[config.mk]
export PLATFORM = sky130hd
export DESIGN_NAME = samp_rr_sched
export DESIGN_NICKNAME = d
export VERILOG_FILES = /design/src/rtl/samp_rr_sched.sv
export SDC_FILE = /design/constraint.sdc
export NUM_CORES = 1
export LEC_CHECK = 0
export ABC_CLOCK_PERIOD_IN_PS = 1800
export CORE_AREA = 8 8 115 117
export CTS_BUF_LIST = sky130_fd_sc_hd__clkbuf_2 sky130_fd_sc_hd__clkbuf_4 sky130_fd_sc_hd__clkbuf_8
export DETAILED_ROUTE_END_ITERATION = 8
export DIE_AREA = 0 0 123 125
export PLACE_DENSITY = 0.78
export SLEW_MARGIN = 20
export SYNTH_ARGS = -nofsm -noshare
export SYNTH_HDL_FRONTEND = slang
export SYNTH_SLANG_ARGS = --single-unit
[constraint.sdc]
create_clock -name Clk -period 1.8 [get_ports Clk]
set_clock_uncertainty 0.1 [all_clocks]
set_input_delay 0.18 -clock Clk [delete_from_list [all_inputs] [get_ports Clk]]
set_output_delay 0.18 -clock Clk [all_outputs]
set_load 0.02 [all_outputs]
[src/rtl/samp_rr_sched.sv]
// Round-robin scheduler that shares one downstream I/Q sample consumer
// among NCH first-word-fall-through sample FIFOs. A channel keeps its grant
// for up to BURST samples. Samples are forwarded through a registered
// valid/ready stage and tagged with the channel they came from.
module samp_rr_sched #(
   parameter int NCH   = 4,
   parameter int BURST = 4,
   parameter int SW    = 24
) (
   input  logic                    Clk,
   input  logic                    Reset,
   input  logic [NCH-1:0]          chan_en,
   input  logic [NCH-1:0]          fifo_empty,
   input  logic [NCH*SW-1:0]       fifo_I,
   input  logic [NCH*SW-1:0]       fifo_Q,
   output logic [NCH-1:0]          fifo_PullOut,
   output logic                    out_valid,
   input  logic                    out_ready,
   output logic [SW-1:0]           out_I,
   output logic [SW-1:0]           out_Q,
   output logic [$clog2(NCH)-1:0]  out_chan,
   output logic                    busy
);

   localparam int CW = $clog2(NCH);
   localparam int BW = (BURST > 1) ? $clog2(BURST) : 1;
   localparam logic [BW-1:0] LAST_BEAT = BW'(BURST - 1);

   typedef enum logic {
      IDLE,
      STREAM
   } state_t;

   state_t          stateQ;
   logic [CW-1:0]   curQ;
   logic [BW-1:0]   burstCntQ;
   logic            outValidQ;
   logic [SW-1:0]   outIQ;
   logic [SW-1:0]   outQQ;
   logic [CW-1:0]   outChanQ;

   logic [NCH-1:0]  req;
   logic [CW-1:0]   grantD;
   logic            grantFound;
   logic            canLoad;
   logic            lastBeat;
   logic [SW-1:0]   headI;
   logic [SW-1:0]   headQ;

   // A channel requests service only when it is enabled and has data waiting.
   assign req = chan_en & ~fifo_empty;

   // Head-of-FIFO sample of the currently granted channel.
   assign headI = fifo_I[int'(curQ)*SW +: SW];
   assign headQ = fifo_Q[int'(curQ)*SW +: SW];

   // A new sample can be taken when the output stage is free or draining this
   // cycle, and the granted FIFO still has an enabled, non-empty head.
   assign canLoad  = (stateQ == STREAM) && (!outValidQ || out_ready) && req[curQ];
   assign lastBeat = (burstCntQ == LAST_BEAT);

   // Next grant: first requesting channel searching cyclically from cur+1, so
   // the channel that just finished a burst has the lowest priority.
   always_comb begin
      grantD     = curQ;
      grantFound = 1'b0;
      for (int i = 1; i <= NCH; i++) begin
         if (!grantFound && req[(int'(curQ) + i) % NCH]) begin
            grantD     = CW'((int'(curQ) + i) % NCH);
            grantFound = 1'b1;
         end
      end
   end

   // Pull strobe is one-hot on the granted channel and suppressed during reset
   // so no FIFO word is consumed while the held sample is being discarded.
   always_comb begin
      fifo_PullOut = '0;
      if (canLoad && !Reset) begin
         fifo_PullOut[curQ] = 1'b1;
      end
   end

   // Grant FSM together with the registered output stage. The output register
   // drains independently of the grant state, so a sample held across an IDLE
   // bubble stays valid until the consumer takes it.
   always_ff @(posedge Clk) begin
      if (Reset) begin
         stateQ    <= IDLE;
         curQ      <= CW'(NCH - 1);
         burstCntQ <= '0;
         outValidQ <= 1'b0;
         outIQ     <= '0;
         outQQ     <= '0;
         outChanQ  <= '0;
      end else begin
         if (canLoad) begin
            outIQ     <= headI;
            outQQ     <= headQ;
            outChanQ  <= curQ;
            outValidQ <= 1'b1;
         end else if (outValidQ && out_ready) begin
            outValidQ <= 1'b0;
         end

         case (stateQ)
            IDLE: begin
               if (|req) begin
                  curQ      <= grantD;
                  burstCntQ <= '0;
                  stateQ    <= STREAM;
               end
            end
            STREAM: begin
               if (canLoad) begin
                  burstCntQ <= burstCntQ + 1'b1;
                  if (lastBeat) begin
                     stateQ <= IDLE;
                  end
               end else if (!req[curQ]) begin
                  stateQ <= IDLE;
               end
            end
            default: begin
               stateQ <= IDLE;
            end
         endcase
      end
   end

   assign out_valid = outValidQ;
   assign out_I     = outIQ;
   assign out_Q     = outQQ;
   assign out_chan  = outChanQ;
   assign busy      = (stateQ == STREAM);

endmodule

Word-level counts from Yosys, hierarchy flattened
Index checks and enable logic that the tools add are counted.
{"block": "classes", "add_sub_neg": 5, "n_mul": 1, "n_div": 0, "magnitude_cmp": 6, "n_eq_ne": 3, "shifts": 2, "muxes": 34, "bitwise": 7, "reduce_logical": 23}
{"op": "$shiftx 96x32->24", "count": 1}
{"op": "$shiftx 96x8->24", "count": 1}
{"op": "$mux 1", "count": 19}
{"op": "$lt 3x4->1 const B", "count": 4}
{"op": "$mux 2", "count": 6}
{"op": "$bmux 1 s2", "count": 5}
{"op": "$logic_and 1x1->1", "count": 8}
{"op": "$reduce_or 2->1", "count": 4}
{"op": "$add 2x1->2 const B", "count": 3}
{"op": "$logic_not 1->1", "count": 5}
{"op": "$add 2x2->2 const B", "count": 2}
{"op": "$and 1x1->1 const A", "count": 4}
{"op": "$and 4x4->4", "count": 1}
{"op": "$mul 2x2->4 const B", "count": 1}
{"op": "$mux 4", "count": 1}
{"op": "$not 4->4", "count": 1}
{"op": "$pmux 2 s2", "count": 1}
{"op": "$reduce_bool 4->1", "count": 1}
{"op": "$reduce_or 4->1", "count": 1}
{"op": "$lt 2x3->1 const B", "count": 1}
{"op": "$reduce_and 3->1", "count": 1}
{"op": "$demux 1 s2", "count": 1}
{"op": "$eq 2x2->1 const B", "count": 1}
{"op": "$ge 2x1->1 const B", "count": 1}
{"op": "7 further kinds", "count": 7}
{"block": "totals", "regBits": 56, "latchBits": 0, "mem_bits_rw": 0, "mem_bits_ro": 0, "out_inout_bits": 56, "wordCells": 88, "n_memories": 0}

Longest topological paths before layout
Gate-level depths: netlist of the first run.
{"block": "depth", "depth_word": 17, "ltp_mapped": 7}

Least setup slack after synthesis of the first run
OpenSTA, ideal clock, no wires.
{"block": "synth_timing", "path_kind": "register -> output", "from": "register outValidQ (netlist: out_valid)", "to": "output port fifo_PullOut[0]", "t_arrival_ns": 1.660, "required_ns": 1.520, "setup_slack_ns": -0.140, "stages_incl_launch_ff": 7, "path_cell_list": "dfxtp_1 > nand2b_1 > and2_1 > clkbuf_1 > buf_2 > nand2_1 > nor3b_1"}
{"block": "synth_via", "elab_chain_cells": 6}
{"item": "start, declared", "line": "37", "source": "logic outValidQ;"}
{"item": "start signal, assigned", "line": "92", "source": "outValidQ <= 1'b0;"}
{"item": "start signal, assigned", "line": "101", "source": "outValidQ <= 1'b1;"}
{"item": "start signal, assigned", "line": "103", "source": "outValidQ <= 1'b0;"}
{"item": "$logic_not 1->1", "line": "59", "source": "assign canLoad = (stateQ == STREAM) && (!outValidQ || out_ready) && req[curQ];"}
{"item": "$logic_or 1x1->1", "line": "59"}
{"item": "$logic_and 1x1->1 (2 in series)", "line": "59"}
{"item": "$logic_and 1x1->1", "line": "79", "source": "if (canLoad && !Reset) begin"}
{"item": "$mux 4", "line": "79"}
{"item": "end, declared", "line": "16", "source": "output logic [NCH-1:0] fifo_PullOut,"}
Every way passes these cells.

Worst setup path in the final report of the first run
{"block": "layout_timing", "from": "input port chan_en[0]", "to": "output port fifo_PullOut[3]"}
{"block": "layout_via", "elab_chain_cells": 6}
{"item": "start, declared", "line": "12", "source": "input logic [NCH-1:0] chan_en,"}
{"item": "$and 4x4->4", "line": "51", "source": "assign req = chan_en & ~fifo_empty;"}
{"item": "$bmux 1 s2", "line": "59"}
{"item": "$mux 1 (not written as such)", "line": "59"}
{"item": "$logic_and 1x1->1", "line": "59"}
{"item": "$logic_and 1x1->1", "line": "79"}
{"item": "$mux 4", "line": "79"}
Every way passes these cells. The select of a mux whose other input is x is not followed.

==> flow_summary_export.csv, run 1 <==
group,metric,value,unit
run_status,status,"finished with violations",
run_status,violations,"negative setup slack",
timing,slew_viol_final,0,
timing,period_needed,1.90,ns
cells_and_area,drive_gt1_share,18.1,%
setup_path,timing.critical_path.from,"chan_en[0]",
yosys,yosys.area.top_type,"dfxtp_1",
pwr,finalPower,4920,µW
yosys,netlist.area_leader.share,30.8,%
floorplan,rows,40,
worst_hold_path,hp-class,"in2reg",
cells_and_area,multi_input_comb_area,0.00244,mm²
timing,setup_violations,32,
setup_path,cp-start-kind,"input pin",
timing,min_period_over_period,106,%
clock_network,cts_made_buffers,5,
yosys,synth_edf_count,0,
drt,totalWireLength,15.0,mm
place,hpwl,11.8,mm
setup_path,path_class,"in2out",
cells_and_area,nets,836,
floorplan,die_area,0.0154,mm²
yosys,synth_cell_type_count,36,
yosys,synth-main-ff-cell,"dfxtp_1",
yosys,async_flop_share,0,%
timing,timing.final.ws_setup,-0.102,ns
floorplan,initial_core_util,31.4,%
setup_path,cp.required,1.52,ns
timing,max_slew_margin,69.9,%
yosys,synth_area_per_cell,10.1,µm²
yosys,yosys_warnings,0,
drt,postRouteAntennaNets,0,
clock_network,cts_root_buf,"clkbuf_8",
clock_network,cts-hold-fix-buffers,0,
floorplan,core,0.0116,mm²
cells_and_area,fill_cells,959,
cells_and_area,areaGrowthSynthToFinish,88.6,%
clock_network,cts.htree.levels,2,
timing,max_freq,526,MHz
cells_and_area,regArea,0.00113,mm²
drt,wl_per_cell,19.4,µm
floorplan,die_x,123,µm
clock_network,cts_tree,"built",
place,port_buffers,258,
clock_network,clkSinkCount,56,
run,max_cap_violations,0,
yosys,ys_seq_elements,56,
yosys,yosysSeqAreaShare,30.8,%
yosys,syn_inst,361,
place,place_congestion,0.892,
worst_hold_path,worstHoldStart,"Reset",
setup_path,arrival,1.62,ns
global_routing,antenna_found_initial,0,
drt,viasPerCell,5.27,
setup_path,crit_fanout,4,
cells_and_area,n_antenna_cell,0,
clock_network,clockBufferDepth,2,
place,dp_slack,-0.729,ns
timing,grt_setup_unrepaired,"true",
floorplan,io_pins,259,
clock_network,path_clk_slew,0.10,ns
global_routing,grt_usage,18.4,%
drt,via_count,4089,
pwr,pwr_density_cell,716,mW/mm²
setup_path,end_kind,"primary output",
floorplan,fp.dieH,125,µm
drt,dr.first_iter.drc_count,106,
global_routing,grt_max_degree,40,
global_routing,grt_pass1_vias,4571,
yosys,synth_area_leaders,"dfxtp_1 31%, mux4_2 24%, mux2i_1 7.4%, a21oi_1 5.8%, nand3_1 5.4%",
timing,tightest_slew,0.451,ns
global_routing,grt_overflow,0,
yosys,syn-num-nets,569,
drt,first_pass_iters,4,
global_routing,grt_pass1_wl,22.9,mm
clock_network,clk_latency,0.30,ns
setup_path,timing.rr.start,"curQ[0]$_SDFFE_PP1P_",
drt,drc,0,
pwr,power_leakage,0.00275,µW
yosys,netlist_area,0.00364,mm²
timing,hold_viol_final,0,
pwr,max-vdd-ir-drop,442,µV
cells in the final DEF (no fill, tap or decap), types with 3 or more instances in the layout:
cell type        count
clkdlybuf4s50_1    247
clkbuf_8             6
nor3b_2              5
buf_6                5
o22ai_1             13
a21oi_1             42
o21ai_1             18
buf_12               3
o21ai_0             20
nand3_1             39
dlygate4sd2_1        4
and3b_1              4
nand2b_1             4
mux4_2              39
nor2_1               3
buf_4               31
mux2i_1             27
nand2_1              3
dfxtp_1             54
buf_16               3
ha_1                 4
a21o_1              15
area by class of cell:
cell class                 instances  share of cell area, %
sequential                        56                   16.4
tap                              147                   2.68
clock buffer                       7                   1.31
timing repair buffer             298                   43.8
clock inverter                     1                 0.0910
inverter                           3                  0.200
multi-input combinational        264                   35.6
flip-flops by register name (all words and copies together), names as in the netlist:
register   count
burstCntQ      2
busy           1
curQ           2
out_I         24
out_Q         24
out_chan       2
out_valid      1
critical path, cell delays in order:
cell and delay [ns]:
clkdlybuf4s50_1 0.43, nor2b_4 0.15, mux4_2 0.52, nand2_4 0.12
nor3b_1 0.06, buf_4 0.17
metrics by stage:
stage          setup TNS [ns]  cell area, µm²  hold slack, ns  util, %  instances
2_1_floorplan          -0.544            3660           0.226        -        361
3_3_place_gp           -23.38            6520           0.332     56.2        762
3_5_place_dp           -26.21            6520           0.338     56.2        762
4_1_cts                -0.821            6800           0.142     58.6        773
5_1_grt                 -4.39            6870           0.201     59.2        776
6_report               -0.847            6870           0.165     59.2        776
worst paths after layout:
path | endpoint | slack, ns | cells after the start
hold reg to reg | out_I[4]$_SDFFE_PP0P_ | 0.36 | 1
hold / removal | curQ[0]$_SDFFE_PP1P_ | 0.17 | 3
setup / recovery | fifo_PullOut[3] | -0.10 | 6
setup reg to reg | curQ[1]$_SDFFE_PP1P_ | -0.05 | 6
repair_timing:
action | in CTS | in global routing
cloned | 2 | 1
resized for setup | 62 | 24
setup buffers | 1 | 2
pin swaps | 4 | 2
setup endpoints to repair | 59 | 59
report_power, final:
part / internal, µW / total (µW) / switching (µW)
Sequential: 1340 / 1390 / 50.3
Combinational: 1580 / 2790 / 1210
Clock: 330 / 737 / 406
per-layer routing:
layer	share of wire (%)	GRT usage, %	vias to the layer above
met4	1.2	3.97	0
met1	34	18.2	1949
met3	11	6.84	16
met5	0	0	-
met2	54	35.2	191
li1	-	-	1933
cell families (layout without fill, tap and decap cells):
group	after synthesis	count (layout)	share of synthesized area [%]
DFF	56	56	30.8
buffers and inverters	41	309	5.49
AOI/OAI and AO/OA	119	119	19.0
and+or+nand+nor	73	73	11.2
adders and majority gates	6	6	1.99
muxes	66	66	31.5
synth_stat cells, drive strengths merged (3+ instances only):
| master | count |
|---|---|
| o21ai | 38 |
| nand2 | 4 |
| nand3 | 39 |
| dfxtp | 56 |
| o22ai | 13 |
| inv | 3 |
| nor3b | 8 |
| nor2b | 5 |
| nor2 | 3 |
| buf | 20 |
| and3b | 4 |
| mux2i | 27 |
| a21o | 15 |
| mux4 | 39 |
| clkbuf | 18 |
| nand2b | 5 |
| ha | 5 |
| a21oi | 43 |
Note: power is estimated with default switching activity, not from simulation.
==> run 2, diff against run 1 <==
Settings changed: CORE_AREA 8 8 115 117 to 8 8 84 160, DIE_AREA 0 0 123 125 to 0 0 92 168.
==> flow_summary_export.csv, run 2 (synthesis results as in run 1) <==
group,metric,value,unit
run_status,status,"finished with violations",
run_status,violations,"negative setup slack",
global_routing,grt_max_degree,42,
run,max_cap_violations,0,
setup_path,path_class,"reg2reg",
setup_path,end_kind,"flip-flop",
timing,period_needed,1.89,ns
floorplan,die_area,0.0155,mm²
clock_network,cts-hold-fix-buffers,0,
setup_path,cp.required,1.89,ns
clock_network,cts_made_buffers,5,
cells_and_area,nets,842,
floorplan,io_pins,259,
pwr,power_leakage,0.00278,µW
cells_and_area,drive_gt1_share,23.0,%
clock_network,cts_tree,"built",
pwr,pwr_density_cell,723,mW/mm²
timing,timing.final.ws_setup,-0.0940,ns
floorplan,initial_core_util,32.3,%
place,hpwl,13.3,mm
setup_path,crit_fanout,22,
cells_and_area,layout.cells.most_common,"clkdlybuf4s50_1",
global_routing,grt_usage,19.6,%
clock_network,cts_root_buf,"clkbuf_8",
timing,min_period_over_period,105,%
worst_hold_path,hp-class,"in2reg",
drt,via_count,4138,
timing,grt_setup_unrepaired,"true",
cells_and_area,fin_util,62.2,%
drt,drc,0,
timing,setup_violations,46,
place,port_buffers,258,
pwr,finalPower,5070,µW
timing,totalNegativeSetupSlack,-2.04,ns
drt,totalWireLength,16.6,mm
global_routing,antenna_found_initial,1,
pwr,max-vdd-ir-drop,439,µV
timing,tightest_slew,0.453,ns
drt,viasPerCell,5.32,
place,dp_slack,-0.666,ns
drt,postRouteAntennaNets,0,
clock_network,clk_latency,0.31,ns
global_routing,grt_overflow,0,
clock_network,clockBufferDepth,2,
clock_network,clkSinkCount,56,
floorplan,core,0.0113,mm²
drt,first_pass_iters,4,
timing,fin_hold_ws,0.191,ns
timing,max_freq,528,MHz
drt,wl_per_cell,21.3,µm
floorplan,die_x,92,µm
cells_and_area,areaGrowthSynthToFinish,92.5,%
place,place_congestion,0.929,
setup_path,cp-start-kind,"flip-flop",
drt,dr.first_iter.drc_count,141,
timing,hold_viol_final,0,
timing,slew_viol_final,0,
floorplan,rows,55,
clock_network,cts.htree.levels,2,
global_routing,grt_pass1_vias,4428,
floorplan,fp.dieH,168,µm
cells_and_area,mostFrequentLayoutCells,"247 x clkdlybuf4s50_1, 54 x dfxtp_1, 40 x a21oi_1, 39 x mux4_2, 39 x nand3_1",
setup_path,arrival,1.98,ns
timing,max_slew_margin,69.8,%
clock_network,path_clk_slew,0.09,ns
global_routing,grt_pass1_wl,24.1,mm
[run 2: through the flow]
stage / instance area (µm²) / instances
floorplan: 3660 / 361
global placement: 6550 / 762
detailed placement: 6550 / 762
CTS: 6750 / 772
global route: 7020 / 778
finish: 7020 / 778
[run 2: path summary, 6_finish.rpt]
check | end | from | cells past startpoint | slack (ns)
min | curQ[0]$_SDFFE_PP1P_ | Reset | 3 | 0.19
min reg2reg | out_I[2]$_SDFFE_PP0P_ | out_I[2]$_SDFFE_PP0P_ | 1 | 0.36
max reg2reg | curQ[1]$_SDFFE_PP1P_ | curQ[0]$_SDFFE_PP1P_ | 5 | -0.09
max | curQ[1]$_SDFFE_PP1P_ | curQ[0]$_SDFFE_PP1P_ | 5 | -0.09
[run 2: final cells by class]
| class | instances | area (µm²) |
|---|---|---|
| Timing Repair Buffer | 304 | 3060 |
| Fill cell | 992 | 4270 |
| Clock inverter | 1 | 6.26 |
| Multi-Input combinational cell | 264 | 2540 |
| Sequential cell | 56 | 1130 |
| Tap cell | 142 | 178 |
| Inverter | 3 | 13.8 |
| Clock buffer | 7 | 90.1 |
| Antenna cell | 1 | 2.50 |
[run 2: critical path, stage by stage, from the launching register on]
cell and delay, ns:
dfxtp_4 0.37, buf_8 0.18, nor3b_1 0.31, o32ai_2 0.15
maj3_1 0.34, o41a_1 0.32
[run 2: report_power, final]
part | total [µW] | switching [µW] | internal, µW | leakage [µW]
clock network | 732 | 402 | 330 | 0.0000522
registers | 1410 | 67.9 | 1350 | 0.000454
logic | 2920 | 1290 | 1640 | 0.00227
total | 5070 | 1760 | 3310 | 0.00278
[run 2: metal layers]
layer	vias to the layer above	routed length, µm	global-route usage (%)
met2	168	9740	38.2
li1	1954	-	-
met3	32	881	4.54
met5	-	0	0
met1	1984	5440	18.9
met4	0	489	7.63
[run 2: timing repair]
action	in CTS	in global routing
gates resized for setup	59	67
gates cloned	0	4
setup buffers	2	1
pin swaps	4	6
endpoints found under the setup margin	59	60
